**src/rtl/mem_access_pkg.sv**
```systemverilog
// Shared encodings for the memory-access stage: writeback sources, load/store
// sizes, FSM states and the access legality check.
package mem_access_pkg;

  // Writeback source select
  localparam logic [1:0] WB_ALU = 2'd0;
  localparam logic [1:0] WB_MEM = 2'd1;
  localparam logic [1:0] WB_PC4 = 2'd2;
  localparam logic [1:0] WB_CSR = 2'd3;

  // Load sizes (funct3)
  localparam logic [2:0] LB  = 3'b000;
  localparam logic [2:0] LH  = 3'b001;
  localparam logic [2:0] LW  = 3'b010;
  localparam logic [2:0] LBU = 3'b100;
  localparam logic [2:0] LHU = 3'b101;

  // Store sizes (funct3)
  localparam logic [2:0] SB = 3'b000;
  localparam logic [2:0] SH = 3'b001;
  localparam logic [2:0] SW = 3'b010;

  typedef enum logic {
    MA_IDLE   = 1'b0,
    MA_WAIT_R = 1'b1
  } ma_state_e;

  // True when a memory op must be suppressed: illegal size for the op type,
  // or a halfword/word that is not naturally aligned.
  function automatic logic access_bad(input logic       is_store,
                                      input logic [2:0] funct3,
                                      input logic [1:0] addr_lo);
    logic illegal;
    logic misal;
    if (is_store) illegal = (funct3 > SW);
    else          illegal = (funct3 == 3'b011) || (funct3 == 3'b110) || (funct3 == 3'b111);
    case (funct3[1:0])
      2'b01:   misal = addr_lo[0];
      2'b10:   misal = (addr_lo != 2'b00);
      default: misal = 1'b0;
    endcase
    return illegal || misal;
  endfunction

endpackage

```
**src/rtl/mem_access_load_align.sv**
```systemverilog
// Picks the addressed byte/halfword out of a read word and extends it.
module load_align
  import mem_access_pkg::*;
(
  input  logic [31:0] rdata,
  input  logic [1:0]  addr_lo,
  input  logic [2:0]  funct3,
  output logic [31:0] data
);

  logic [7:0]  byte_sel;
  logic [15:0] half_sel;

  // Lane selection and sign/zero extension
  always_comb begin
    // NOTE: every output of a combinational block gets a default first so no
    // path leaves it unassigned and a latch is never inferred.
    byte_sel = rdata[7:0];
    data     = rdata;
    case (addr_lo)
      2'd1:    byte_sel = rdata[15:8];
      2'd2:    byte_sel = rdata[23:16];
      2'd3:    byte_sel = rdata[31:24];
      default: byte_sel = rdata[7:0];
    endcase
    half_sel = addr_lo[1] ? rdata[31:16] : rdata[15:0];
    case (funct3)
      LB:      data = {{24{byte_sel[7]}}, byte_sel};
      LH:      data = {{16{half_sel[15]}}, half_sel};
      LBU:     data = {24'd0, byte_sel};
      LHU:     data = {16'd0, half_sel};
      default: data = rdata;
    endcase
  end

endmodule

```
**src/rtl/mem_access.sv**
```systemverilog
// Memory-access stage: data-bus master, store lane steering, load formatting,
// upstream stall and the registers toward writeback.
module mem_access
  import mem_access_pkg::*;
#(
  parameter int ADDR_W = 32
) (
  input  logic              clk,
  input  logic              rst_n,
  input  logic [31:0]       alu_in,
  input  logic [31:0]       rs2_in,
  input  logic [4:0]        rd_addr_in,
  input  logic              reg_write_in,
  input  logic              mem_write_in,
  input  logic [2:0]        funct3_in,
  input  logic [1:0]        wb_mux_in,
  output logic [ADDR_W-1:0] dbus_addr,
  output logic [31:0]       dbus_wdata,
  output logic [3:0]        dbus_wstrb,
  output logic              dbus_we,
  output logic              dbus_valid,
  input  logic              dbus_ready,
  input  logic              dbus_rvalid,
  input  logic [31:0]       dbus_rdata,
  output logic              stall,
  output logic [31:0]       fwd_mem,
  output logic              misalign,
  output logic [4:0]        rd_addr_out,
  output logic              reg_write_out,
  output logic [1:0]        wb_mux_out,
  output logic [31:0]       alu_out,
  output logic [31:0]       load_data_out
);

  ma_state_e   state;
  ma_state_e   state_nx;
  logic        is_store;
  logic        is_load;
  logic        mem_op;
  logic        bad;
  logic        load_done;
  logic [31:0] load_fmt;

  assign is_store  = mem_write_in;
  assign is_load   = !mem_write_in && (wb_mux_in == WB_MEM);
  assign mem_op    = is_store || is_load;
  assign bad       = mem_op && access_bad(is_store, funct3_in, alu_in[1:0]);
  assign fwd_mem   = alu_in;
  assign dbus_addr = {alu_in[ADDR_W-1:2], 2'b00};
  assign dbus_we   = dbus_valid && is_store;

  load_align u_load_align (
    .rdata   (dbus_rdata),
    .addr_lo (alu_in[1:0]),
    .funct3  (funct3_in),
    .data    (load_fmt)
  );

  // Store data replication and byte strobes; strobes stay zero for non-stores
  always_comb begin
    dbus_wdata = rs2_in;
    dbus_wstrb = 4'b0000;
    case (funct3_in)
      SB: begin
        dbus_wdata = {4{rs2_in[7:0]}};
        dbus_wstrb = 4'b0001 << alu_in[1:0];
      end
      SH: begin
        dbus_wdata = {2{rs2_in[15:0]}};
        dbus_wstrb = 4'b0011 << alu_in[1:0];
      end
      default: begin
        dbus_wdata = rs2_in;
        dbus_wstrb = 4'b1111;
      end
    endcase
    if (!is_store) dbus_wstrb = 4'b0000;
  end

  // Next state, bus request, stall and misalign; all forced idle in reset so
  // the pipeline is released as soon as rst_n drops
  always_comb begin
    state_nx   = state;
    dbus_valid = 1'b0;
    stall      = 1'b0;
    misalign   = 1'b0;
    load_done  = 1'b0;
    if (rst_n) begin
      unique case (state)
        MA_IDLE: begin
          if (mem_op) begin
            if (bad) begin
              misalign = 1'b1;
            end else begin
              dbus_valid = 1'b1;
              if (!dbus_ready) begin
                stall = 1'b1;
              end else if (is_load) begin
                stall    = 1'b1;
                state_nx = MA_WAIT_R;
              end
            end
          end
        end
        MA_WAIT_R: begin
          if (dbus_rvalid) begin
            load_done = 1'b1;
            state_nx  = MA_IDLE;
          end else begin
            stall = 1'b1;
          end
        end
      endcase
    end
  end

  // FSM state register
  always_ff @(posedge clk or negedge rst_n) begin
    // NOTE: sequential state uses non-blocking assignment so every register
    // samples values from before the edge, independent of block ordering.
    if (!rst_n) state <= MA_IDLE;
    else        state <= state_nx;
  end

  // Writeback registers: bubble while stalled, otherwise the current op
  always_ff @(posedge clk or negedge rst_n) begin
    // NOTE: only these few pipeline registers are reset; there is no storage
    // array here that would need (or could afford) a reset.
    if (!rst_n) begin
      rd_addr_out   <= '0;
      reg_write_out <= 1'b0;
      wb_mux_out    <= '0;
      alu_out       <= '0;
      load_data_out <= '0;
    end else if (stall) begin
      rd_addr_out   <= '0;
      reg_write_out <= 1'b0;
      wb_mux_out    <= '0;
      alu_out       <= '0;
      load_data_out <= '0;
    end else begin
      rd_addr_out   <= rd_addr_in;
      reg_write_out <= reg_write_in && !bad;
      wb_mux_out    <= wb_mux_in;
      alu_out       <= alu_in;
      load_data_out <= load_done ? load_fmt : 32'd0;
    end
  end

endmodule

```
**config.mk**
```make
export PLATFORM = sky130hd
export DESIGN_NAME = mem_access
export DESIGN_NICKNAME = d
export VERILOG_FILES = /design/src/rtl/mem_access_pkg.sv /design/src/rtl/mem_access_load_align.sv /design/src/rtl/mem_access.sv
export SDC_FILE = /design/constraint.sdc
export NUM_CORES = 1
export LEC_CHECK = 0
export BUFFER_PORTS_ARGS = -buffer_cell sky130_fd_sc_hd__clkbuf_2
export CAP_MARGIN = 20
export CORE_AREA = 2 2 112 114
export CTS_CLUSTER_SIZE = 12
export DETAILED_ROUTE_END_ITERATION = 6
export DIE_AREA = 0 0 114 116
export PLACE_DENSITY_LB_ADDON = 0.25
export SLEW_MARGIN = 20
export SYNTH_ARGS = -nofsm -noshare
export SYNTH_HDL_FRONTEND = slang
export SYNTH_SLANG_ARGS = --single-unit
```
**constraint.sdc**
```tcl
create_clock -name clk -period 7.1 [get_ports clk]
set_input_delay 1.42 -clock clk [delete_from_list [all_inputs] [get_ports clk]]
set_output_delay 1.42 -clock clk [all_outputs]
set_load 0.02 [all_outputs]
```
; ---- After elaboration in Yosys (flattened, before gate mapping)
; Cells that the tools add are included.
[totals]
latchBits = 0
rom_bits = 0
n_memories = 0
output_inout_bits = 176
ramBits = 0
input_bits = 112
regBits = 73
[classes]
div = 0
mul = 0
magnitude_cmp = 1
mux = 36
n_bitwise = 1
shifts = 2
addsub = 0
reduce_logical = 12
n_eq_ne = 12
[op_table]
columns = op, n
row1 = $pmux W32 S4, 1
row2 = $mux W32, 3
row3 = $pmux W32 S2, 1
row4 = $pmux W8 S3, 1
row5 = $mux W1, 22
row6 = $mux W16, 1
row7 = $eq A3 B3 Y1 const B, 4
row8 = $pmux W4 S2, 1
row9 = $eq A2 B1 Y1 const B, 3
row10 = $eq A2 B2 Y1 const B, 3
row11 = $pmux W1 S2, 3
row12 = $mux W5, 1
row13 = $logic_and A1 B1 Y1, 4
row14 = $logic_or A1 B1 Y1, 4
row15 = $mux W4, 1
row16 = $shl A1 B2 Y4 const A, 1
row17 = $shl A2 B2 Y4 const A, 1
row18 = $eq A3 B1 Y1 const B, 1
row19 = $eq A3 B2 Y1 const B, 1
row20 = $gt A3 B2 Y1 const B, 1
row21 = $logic_not A3 Y1, 1
row22 = $logic_not A1 Y1, 2
row23 = $mux W2, 1
row24 = $reduce_bool A2 Y1, 1
row25 = $not A1 Y1, 1

; ---- Longest topological paths before layout
; Gate-level depths: netlist of run 1.
[depth]
word_depth = 11
ltp_mapped = 9
depth_no_buf = 6

; ---- Hierarchy
; Synthesis of run 1 repeated with hierarchy kept, for this count alone.
[unflattened]
hier_cells = 436
area_unflattened_um2 = 4167.7
[modules_own_cells]
columns = module, cells_each, seq_area_each_um2, area_per_inst_um2, n_inst
row1 = mem_access, 326, 1826.8, 3518.4, 1
row2 = load_align, 110, 0.0, 649.4, 1

; ---- Least setup slack after synthesis of run 1
; No wires, ideal clock.
[synth_path]
kind = input -> output
startpoint = input port funct3_in[1]
endpoint = output port dbus_wdata[10]
slack_ns = 2.291
t_arrival_ns = 3.389
cell_stages = 9
path_buffers = 4
cell_sequence = inv_1 -> clkbuf_1 -> clkbuf_1 -> ha_1 -> nor2b_1 -> clkbuf_1 -> and2_1 -> clkbuf_1 -> a22o_1
[synth_via]
elab_chain_cells = 2
word_cells_on_any_way = 3
classes_between = 1 x eq/ne / 1 x mux / 1 x reduce/logical
[synth_lines]
columns = item, line
row1 = from (decl), mem_access.sv:15  ; input logic [2:0] funct3_in,
row2 = $eq A3 B1 Y1 or $logic_not A3 Y1 (tied branches), mem_access.sv:63  ; case (funct3_in)
row3 = $pmux W32 S2 *, mem_access.sv:63
row4 = to (decl), mem_access.sv:18  ; output logic [31:0] dbus_wdata,
; Mark *: on every way between the ends. The rest lies on a longest branch, timed or not.

; ---- Worst setup path after layout of run 1
[layout_path]
startpoint = input port funct3_in[1]
endpoint = output port dbus_wdata[25]
; The elaborated chain is that of the path after synthesis.

==> metrics.md, run 1 <==
| Metric | Value |
|---|---|
| RR Endpoint | alu_out[5] |
| Most common cell after layout, fill and taps aside | clkbuf_2 |
| Synth unique cells | 39 |
| Yosys reg bits | 73 |
| Die X | 114 um |
| Crit share post-route | 77.7% |
| First-pass GRT wire length | roughly 18000 um |
| # rows | 40 |
| Post-CTS Setup Inserts | 0 |
| Ys Warns | 0 |
| CTS root buf | clkbuf_16 |
| Reg2Reg Depth | 5 |
| Critical Path End Type | output pin |
| Synth Cell Area | 0.00388 mm^2 |
| Crit Path Class | input port to output pin |
| Reg power frac | 38.1% |
| Gr usage total | 17.6% |
| Clock buffer depth | 2 |
| Internal power | approximately 0.00083 W |
| Share of cells above drive strength 1 | 50.1% |
| Crit-path cells | clkbuf_2 -> inv_1 -> ha_1 -> nor2b_1 -> a22oi_1 -> a21oi_1 -> clkbuf_2 |
| Initial core utilization | roughly a third |
| N_diodes | 0 |
| Setup TNS | 0 ns |
| WHS | approximately 0.59 ns |
| Max Cap Viol | 0 |
| Final setup vio count | 0 |
| Combinational cell fraction of total power | 26.1% |
| Core area | 0.0119 mm^2 |
| Critical Path RT | around 5.7 ns |
| Sequential element share of the synthesized area | a little under half |
| Skew final | 0.00490 ns |
| TritonCTS buffer count | 9 |
| Crit-path max FO | 23 |
| Slew margin rel. | 38.1% |
| Vias in the first global route | 3366 |
| Reg clk slew, reported paths | 0.06 ns |
| Launching point of the worst reg2reg path | state |
| Post-Syn Instances | 404 |
| Post-DRT Antenna Nets | 0 |
| DRC Markers | 0 |
| Fin nets | 726 |
| Final hold vios | 0 |
| Routed vias/inst | approximately 4.7 |
| Status | complete, no violations |
| Congestion Overflow GR | 0 |
| Hold_buf cts | 0 |
| Most common cell on crit path | clkbuf_2 |
| Main synth FF type | dfrtp_1 |
| Largest net degree at the start of global routing | slightly below 80 |
| Routed length per placed instance | between 15 and 20 um |
| Final GP Congestion | 1.09 |
| CTS resizes | 0 |
| Peak VDD IR | 0.000146 V |
| Die Area | around 0.013 mm^2 |
| Clock network fraction of total power | between 30% and 40% |
| CTS sink count | 73 |
| RSZ-0062 raised after global routing | no |
| CTS tree | done |
| Top achievable clock speed | 0.181 GHz |
| Async set or reset register ratio after synthesis | 100% |
| DRT iter0 DRCs | 258 |
| Worst Hold End | state |
| Leak Pwr | roughly 2.9 nW |
| Antenna violations before repair | 0 |
| I/O pins | 288 |
| Pwr Density | approximately 240 mW/mm^2 |
| Final core occ | a little over two fifths |
| Final WL | between 10000 and 15000 um |
| Die Y | around 120 um |
| Via count | 3603 |
| Post-synth EDFFs | 0 |
| Net Sw Frac | between 30% and 40% |
| Switching power | 0.000385 W |
| Slew at the pin with the worst max-slew slack | 0.928 ns |
| Area Overhead vs Synth | 33.2% |
| Hold Crit Class | flop to flop |
| Period minus WS final | 5.52 ns |
| DR pass1 iterations | 5 |
| FF-to-FF setup slack | 5.27 ns |
| Syn avg cell area | a little under 10 um^2 |
| Worst-Skew Late Latency | 0.32 ns |
| Slowest CP cell | ha_1 |
| Hold Crit Start | state |
| CP max stage delay | ~0.67 ns |
| H-tree Lvls | 3 |
| WHS Path Cells | 2 |
| PortBufs | 285 |
| Startpoint types | input port |
| Pins Over Slew Limit | 0 |
| Detailed placement HPWL | 9420 um |
| Commonest non-fill, non-tap cells in the layout | clkbuf_2 (284), dfrtp_1 (73), nor2b_1 (45) |
| WP data arrival | 4.10 ns |
==> critical path, delay by kind of cell <==
family	cells	cell delay, ns
buffers and inverters	3	1.00
AO/OA/AOI/OAI	2	0.37
AND/OR/NAND/NOR	1	0.63
adder cells (fa/ha/maj)	1	0.67
==> power groups by stage <==
| stage | clock network, W | logic, W | registers, W |
|---|---|---|---|
| 2_1_floorplan | 0 | 0.000167 | 0.000514 |
| 3_3_place_gp | 0 | 0.000319 | 0.000471 |
| 3_5_place_dp | 0 | 0.000321 | 0.000472 |
| 4_1_cts | 0.000453 | 0.000322 | 0.000465 |
| 5_1_grt | 0.000473 | 0.000344 | 0.000467 |
| 6_report | 0.000437 | 0.000318 | 0.000464 |
==> sequential cells by signal, indices dropped and copies added (netlist names) <==
signal,cells
rd_addr_out,5
wb_mux_out,2
state,1
reg_write_out,1
alu_out,32
load_data_out,32
==> cell families after synthesis <==
| family | Yosys count | share of synthesized area, % |
|---|---|---|
| simple gates | 133 | 17.5 |
| other cells | 1 | 0.0966 |
| buf+inv | 108 | 17.7 |
| mux | 2 | 0.516 |
| compound gates | 83 | 15.9 |
| fa+ha+maj | 4 | 1.29 |
| flops | 73 | 47.1 |
==> synthesized netlist by cell type, types with 3 or more instances <==
cell type	count	area [um^2]
buf_4	73	548
dfrtp_1	73	1830
nor2b_1	45	282
nor2_1	33	124
nand2_1	21	78.8
a22o_1	16	140
nor3_1	16	80.1
a22oi_1	15	113
clkbuf_1	14	52.6
a21oi_1	13	65.1
inv_1	13	48.8
o21ai_0	11	55.1
a221oi_1	8	70.1
o2bb2ai_1	7	61.3
buf_2	5	25.0
nand2b_1	5	31.3
ha_1	4	50.1
nand3_1	4	20.0
and3_1	3	18.8
==> final cells by class <==
cell class	count	area [um^2]
Inverter	14	52.6
Tap cell	147	184
Clock inverter	3	42.5
Clock buffer	11	243
Fill cell	1205	6740
Timing Repair Buffer	288	1450
Multi-Input combinational cell	224	1370
Sequential cell	73	1830
==> how the worst max path moves through the flow <==
| stage | end | slack (ns) | start |
|---|---|---|---|
| 2_1_floorplan | dbus_wdata[10] | 2.29 | funct3_in[1] |
| 3_3_place_gp | dbus_wstrb[3] | 1.79 | funct3_in[1] |
| 3_5_place_dp | dbus_wdata[25] | 1.66 | funct3_in[1] |
| 4_1_cts | dbus_wdata[25] | 1.64 | funct3_in[1] |
| 5_1_grt | dbus_wdata[27] | 1.32 | funct3_in[1] |
| 6_report | dbus_wdata[25] | 1.58 | funct3_in[1] |
==> layer usage <==
layer  GRT usage, %  wire (um)
met5              0          0
met4           4.55        121
met3           5.70       1150
met2           28.8       5830
met1           22.5       4940
==> through the flow <==
step	instances	power [W]	area, um^2	setup WS [ns]
final	760	0.00122	5170	1.58
after CTS	760	0.00124	5170	1.64
after global placement	746	0.000790	4890	1.79
after floorplan	405	0.000681	3890	2.29
after detailed placement	746	0.000793	4890	1.66
after global routing	760	0.00128	5170	1.32
Note: power is estimated with default switching activity, not from simulation.
==> inputs of run 2 (changes only) <==
CORE_AREA = 2 2 113 115   (was 2 2 112 114)
DIE_AREA = 0 0 115 117   (was 0 0 114 116)
clock period = 5.45 ns   (was 7.1 ns; I/O delays follow)
==> metrics.md, run 2 (synthesis gave the netlist of run 1 again) <==
| Metric | Value |
|---|---|
| Final WL | 11900 um (-1.5%) |
| Period minus WS final | around 4.5 ns |
| DRT iter0 DRCs | 224 (-13%) |
| Area of the multi-input gates | 0.00137 mm^2 (unchanged) |
| Crit Path Class | input port to output pin |
| Setup TNS | 0 ns (unchanged) |
| Crit share post-route | ~83% |
| Post-DRT Antenna Nets | 0 (unchanged) |
| Skew final | 0.00492 ns (+0.0000232 ns) |
| Critical Path End Type | output pin |
| N_diodes | 0 (unchanged) |
| Detailed placement HPWL | 9270 um (-1.6%) |
| Startpoint types | input port |
| WP data arrival | 3.43 ns (-0.67 ns) |
| Hold_buf cts | 0 (unchanged) |
| PortBufs | 285 (unchanged) |
| Clock buffer depth | 2 (unchanged) |
| RSZ-0062 raised after global routing | no |
| First-pass GRT wire length | 17400 um (-2.2%) |
| # rows | 41 (+2.5%) |
| Gr usage total | 17.0% (-0.58 points) |
| DRC Markers | 0 (unchanged) |
| Max Cap Viol | 0 (unchanged) |
| CTS sink count | 73 (unchanged) |
| Fin nets | 728 (+0.28%) |
| Peak VDD IR | 0.000235 V (+60%) |
| Biggest regs | alu_out (32), load_data_out (32), rd_addr_out (5) |
| Slew margin rel. | 47.5% (+9.4 points) |
| H-tree Lvls | 3 (unchanged) |
| Commonest non-fill, non-tap cells in the layout | clkbuf_2 (284), dfrtp_1 (73), nor2b_1 (45) |
| Pwr Density | 326 mW/mm^2 (+38%) |
| Worst-Skew Late Latency | 0.34 ns (+0.02 ns) |
| Reg clk slew, reported paths | 0.05 ns (about the same) |
| Final setup vio count | 0 (unchanged) |
| Congestion Overflow GR | 0 (unchanged) |
| Routed vias/inst | 4.67 (-1.6%) |
| TritonCTS buffer count | 9 (unchanged) |
| Final hold vios | 0 (unchanged) |
| Initial core utilization | 31.5% (-1.1 points) |
| Leak Pwr | 2.91 nW (+1.6%) |
| Vias in the first global route | 3313 (-1.6%) |
| Placed cells | 751 (+0.67%) |
| Most common cell on crit path | clkbuf_2 |
| Core area | 0.0123 mm^2 (+3.4%) |
| Die Y | 117 um (+0.86%) |
| Non-filler cells, final | 767 (+0.92%) |
| Pins Over Slew Limit | 0 (unchanged) |
| Slew at the pin with the worst max-slew slack | 0.787 ns (-0.141 ns) |
| Die X | 115 um (+0.88%) |
| Final GP Congestion | 0.987 (-9.7%) |
| CTS root buf | clkbuf_16 |
| Register area | 0.00183 mm^2 (unchanged) |
| Top achievable clock speed | 0.221 GHz |
| Largest net degree at the start of global routing | 42 (-45%) |
| Area Overhead vs Synth | 35.5% |
| Slowest CP cell | nor2b_1 |
| Antenna violations before repair | 0 (unchanged) |
| CTS resizes | 0 (unchanged) |
| Critical Path RT | 4.36 ns (-1.32 ns) |
| Delay-heaviest family, CP | buffers and inverters |
| Crit-path cells | clkbuf_2 -> inv_1 -> buf_4 -> ha_1 -> nor2b_1 -> a22oi_1 -> a21oi_1 -> clkbuf_2 |
| # fillers | 1232 (+2.2%) |
| CTS tree | done |
| Status | complete, no violations |
| I/O pins | 288 (unchanged) |
| CP max stage delay | 0.60 ns (-0.07 ns) |
| Most common cell after layout, fill and taps aside | clkbuf_2 |
| Post-CTS Setup Inserts | 0 (unchanged) |
| Crit-path max FO | 23 (unchanged) |
| Routed length per placed instance | 15.4 um (-2.4%) |
| Via count | 3579 (-0.67%) |
| DR pass1 iterations | 4 (-1) |
| Share of cells above drive strength 1 | 50.4% (+0.32 points) |
| Hold Crit Class | flop to flop |
| CP Buf/Inv Count | 4 (+1) |
| Die Area | 0.0135 mm^2 (+1.7%) |
==> run 2: cell count changes in the layout (fill, tap and decap cells not counted), sizes merged <==
cell,before,now
clkbuf,295,296
bufinv,1,3
buf,4,6
clkinvlp,1,0
==> run 2: tightest hold or removal path: cells and delay by family (launching register included) <==
kind | cells | cell delay [ns]
AO/OA/AOI/OAI | 1 | 0.07
flip-flops | 1 | 0.41
AND/OR/NAND/NOR | 1 | 0.06
==> run 2: worst paths after layout <==
kind	start	to	slack, ns	cells past startpoint
worst max-delay path	funct3_in[1]	dbus_wdata[28]	0.93	8
worst min-delay path	state	state	0.57	2
worst max register to register	state	alu_out[0]	3.60	5
worst min register to register	state	state	0.57	2
max in group asynchronous	rst_n	alu_out[0]	3.88	2
min in group asynchronous	rst_n	alu_out[10]	0.71	1
==> run 2: layout make-up <==
cell class	instances	area share, %
timing repair buffer	290	27.9
clock inverter	4	1.88
clock buffer	12	4.88
inverter	14	0.999
multi-input combinational	224	26.1
sequential	73	34.7
tap	150	3.57
==> run 2: where the power goes <==
part	switching [W]	leakage, nW	internal, W	total [W]
Combinational	0.000275	1.80	0.000139	0.000414
Clock	0.000224	0.173	0.000473	0.000697
Sequential	0.0000157	0.936	0.000588	0.000604
==> run 2: metal layers <==
| metal | global-route usage [%] | part of all wire [%] | wire length (um) |
|---|---|---|---|
| met5 | 0 | 0 | 0 |
| met4 | 4.58 | 0.90 | 107 |
| met2 | 26.6 | 47 | 5590 |
| met3 | 7.05 | 9.7 | 1150 |
| met1 | 21.8 | 42 | 5000 |
==> run 2: per-stage QoR <==
stage	power [W]	area (um^2)	worst slack [ns]	hold slack [ns]	utilization [%]
CTS	0.00174	5260	0.940	0.579	42.7
finish	0.00171	5260	0.934	0.572	42.7
floorplan	0.000887	3890	1.30	0.522	-
global route	0.00180	5260	0.730	0.658	42.7
global placement	0.00103	4910	1.12	0.554	39.8
detailed placement	0.00103	4910	0.944	0.566	39.8
==> inputs of run 3 (changes only) <==
ABC_AREA = 1   (was default)
CORE_AREA = default   (was 2 2 113 115)
CORE_ASPECT_RATIO = 0.75   (was default)
CORE_MARGIN = 2   (was default)
CORE_UTILIZATION = 38   (was default)
DIE_AREA = default   (was 0 0 115 117)
clock period = 4.15 ns   (was 5.45 ns; I/O delays follow)
==> metrics.md, run 3 <==
| Metric | Value |
|---|---|
| # fillers | 1108 (-10%) |
| Total Power | 0.00208 W (+22%) |
| Share of cells above drive strength 1 | 44.4% (-6.0 points) |
| Async set or reset register ratio after synthesis | 100% (unchanged) |
| Largest net degree at the start of global routing | 73 (+74%) |
| Main synth FF type | dfrtp_1 |
| Gr usage total | 20.4% (+3.4 points) |
| Routed length per placed instance | 14.5 um (-6.0%) |
| First-pass GRT wire length | 19200 um (+11%) |
| Sequential element share of the synthesized area | 42.4% (-4.6 points) |
| DRC Markers | 0 (unchanged) |
| Final GP Congestion | 0.829 (-16%) |
| Die X | 127 um (+10%) |
| Final WL | 12900 um (+9.1%) |
| Post-synth EDFFs | 0 (unchanged) |
| Area of the multi-input gates | 0.00147 mm^2 (+6.8%) |
| Crit. Startpoint | funct3_in[1] |
| Top cells by area, synth | dfrtp_1 (42%), buf_4 (14%), nand2_1 (8.8%) |
| Leak Pwr | 3.34 nW (+15%) |
| Slew at the pin with the worst max-slew slack | 1.01 ns (+0.220 ns) |
| Hold_buf cts | 0 (unchanged) |
| Initial core utilization | 39.2% (+7.7 points) |
| Status | complete, no violations |
| Yosys top cell area share | 42.4% (-4.6 points) |
| Commonest cells post-synth | nand2_1 (101), buf_4 (79), inv_1 (78) |
| Detailed placement HPWL | 9920 um (+7.1%) |
| Period minus WS final | 3.66 ns |
| Post-CTS Setup Inserts | 0 (unchanged) |
| Vias in the first global route | 3755 (+13%) |
| Via count | 4097 (+14%) |
| Area Overhead vs Synth | 27.9% |
| Crit share post-route | 88.2% |
| Startpoint types | input port |
| CTS resizes | 0 (unchanged) |
| Setup TNS | 0 ns (unchanged) |
| Yosys reg bits | 73 (unchanged) |
| Peak VDD IR | 0.000173 V (-26%) |
| RSZ-0062 raised after global routing | no |
| Congestion Overflow GR | 0 (unchanged) |
| Most common cell after layout, fill and taps aside | clkbuf_2 |
| Launching point of the worst reg2reg path | state |
| Critical Path End Type | output pin |
| Final hold vios | 0 (unchanged) |
| Antenna violations before repair | 0 (unchanged) |
| Pins Over Slew Limit | 0 (unchanged) |
| Hold Crit Class | input port to asynchronous set/reset pin |
| Cell area after layout | 0.00551 mm^2 (+4.7%) |
| Commonest non-fill, non-tap cells in the layout | clkbuf_2 (284), nand2_1 (101), inv_1 (78) |
| Biggest regs | alu_out (32), load_data_out (32), rd_addr_out (5) |
| Die Area | 0.0122 mm^2 (-9.3%) |
| TritonCTS buffer count | 9 (unchanged) |
| CTS sink count | 73 (unchanged) |
| Ys Warns | 0 (unchanged) |
| Clock buffer depth | 2 (unchanged) |
| Crit-path max FO | 42 (+83%) |
| Core area | 0.0110 mm^2 (-11%) |
| Critical Path RT | 3.32 ns (-1.04 ns) |
| Top-count cell post-synth | nand2_1 |
| Synth Cell Area | 0.00430 mm^2 (+11%) |
| Syn avg cell area | 7.93 um^2 (-18%) |
| Fin nets | 862 (+18%) |
| Post-synth top area cell | dfrtp_1 |
| Crit Path Class | input port to output pin |
| PortBufs | 285 (unchanged) |
| I/O pins | 288 (unchanged) |
| DR pass1 iterations | 6 (+2) |
| Skew final | 0.00444 ns (-0.000488 ns) |
| Routed vias/inst | 4.60 (-1.3%) |
| DRT iter0 DRCs | 224 (unchanged) |
| Post-Syn Instances | 543 (+34%) |
| CTS tree | done |
| Post-DRT Antenna Nets | 0 (unchanged) |
| WP data arrival | 2.83 ns (-0.60 ns) |
| Register area | 0.00183 mm^2 (unchanged) |
| Reg clk slew, reported paths | 0.06 ns (about the same) |
| H-tree Lvls | 3 (unchanged) |
| Post-DP Area | 0.00524 mm^2 (+6.7%) |
| Pwr Density | 378 mW/mm^2 (+16%) |
| Slew margin rel. | 32.1% (-15 points) |
| CTS root buf | clkbuf_16 |
| Die Y | 96.2 um (-18%) |
| Worst-Skew Late Latency | 0.33 ns (about the same) |
| N_diodes | 0 (unchanged) |
| Max Cap Viol | 0 (unchanged) |
| # rows | 33 (-20%) |
| Synth unique cells | 25 (-36%) |
| Top achievable clock speed | 0.273 GHz |
| Final setup vio count | 0 (unchanged) |
-- run 3: area by class of cell --
| type | count | area share [%] |
|---|---|---|
| flip-flops and latches | 73 | 33.2 |
| clock buffers | 10 | 4.34 |
| clock inverters | 5 | 0.591 |
| multi-input cells | 292 | 26.6 |
| inverters | 80 | 5.45 |
| well taps | 140 | 3.18 |
| repair buffers | 290 | 26.6 |
-- run 3: per-layer routing --
metal / GRT usage [%] / vias to the layer above / part of all wire [%]
li1: - / 2013 / -
met2: 34.2 / 185 / 48
met3: 6.89 / 22 / 8.8
met5: 0 / - / 0
met4: 7.05 / 0 / 2.1
met1: 24.8 / 1877 / 41
-- run 3: final timing paths --
check / endpoint / slack (ns) / cells past startpoint
max in group asynchronous: alu_out[1] / 2.77 / 2
worst max register to register: load_data_out[10] / 2.49 / 4
min in group clk: state / 0.57 / 2
worst min-delay path: state / 0.29 / 1
worst max-delay path: dbus_wdata[23] / 0.49 / 7
worst min register to register: state / 0.57 / 2
-- run 3: cells by family after synthesis --
family,synth area share [%]
AOI/OAI and AO/OA,16.5
DFF,42.4
buffers and inverters,23.6
and+or+nand+nor,16.2
adders and majority gates,1.16
other,0.0871
-- run 3: report_power, final --
part | leakage (nW) | switching, W | internal [W] | total (W)
registers | 0.937 | 0.0000177 | 0.000777 | 0.000794
clock network | 0.138 | 0.000292 | 0.000416 | 0.000708
logic | 2.26 | 0.000402 | 0.000179 | 0.000581
-- run 3: metrics by stage --
step	std cells	hold slack, ns	util (%)	setup WS (ns)
finish	890	0.292	50.1	0.489
global route	890	0.280	50.1	0.354
CTS	890	0.279	50.1	0.451
detailed placement	875	0.558	47.7	0.549
global placement	875	0.557	47.7	0.605
floorplan	544	0.534	-	0.802
-- run 3: worst max-delay path, cell delays in order --
cell      delay, ns
clkbuf_2       0.10
inv_1          0.05
buf_4          0.25
ha_1           0.28
o21ai_0        0.81
o21ai_0        0.28
clkbuf_2       0.23
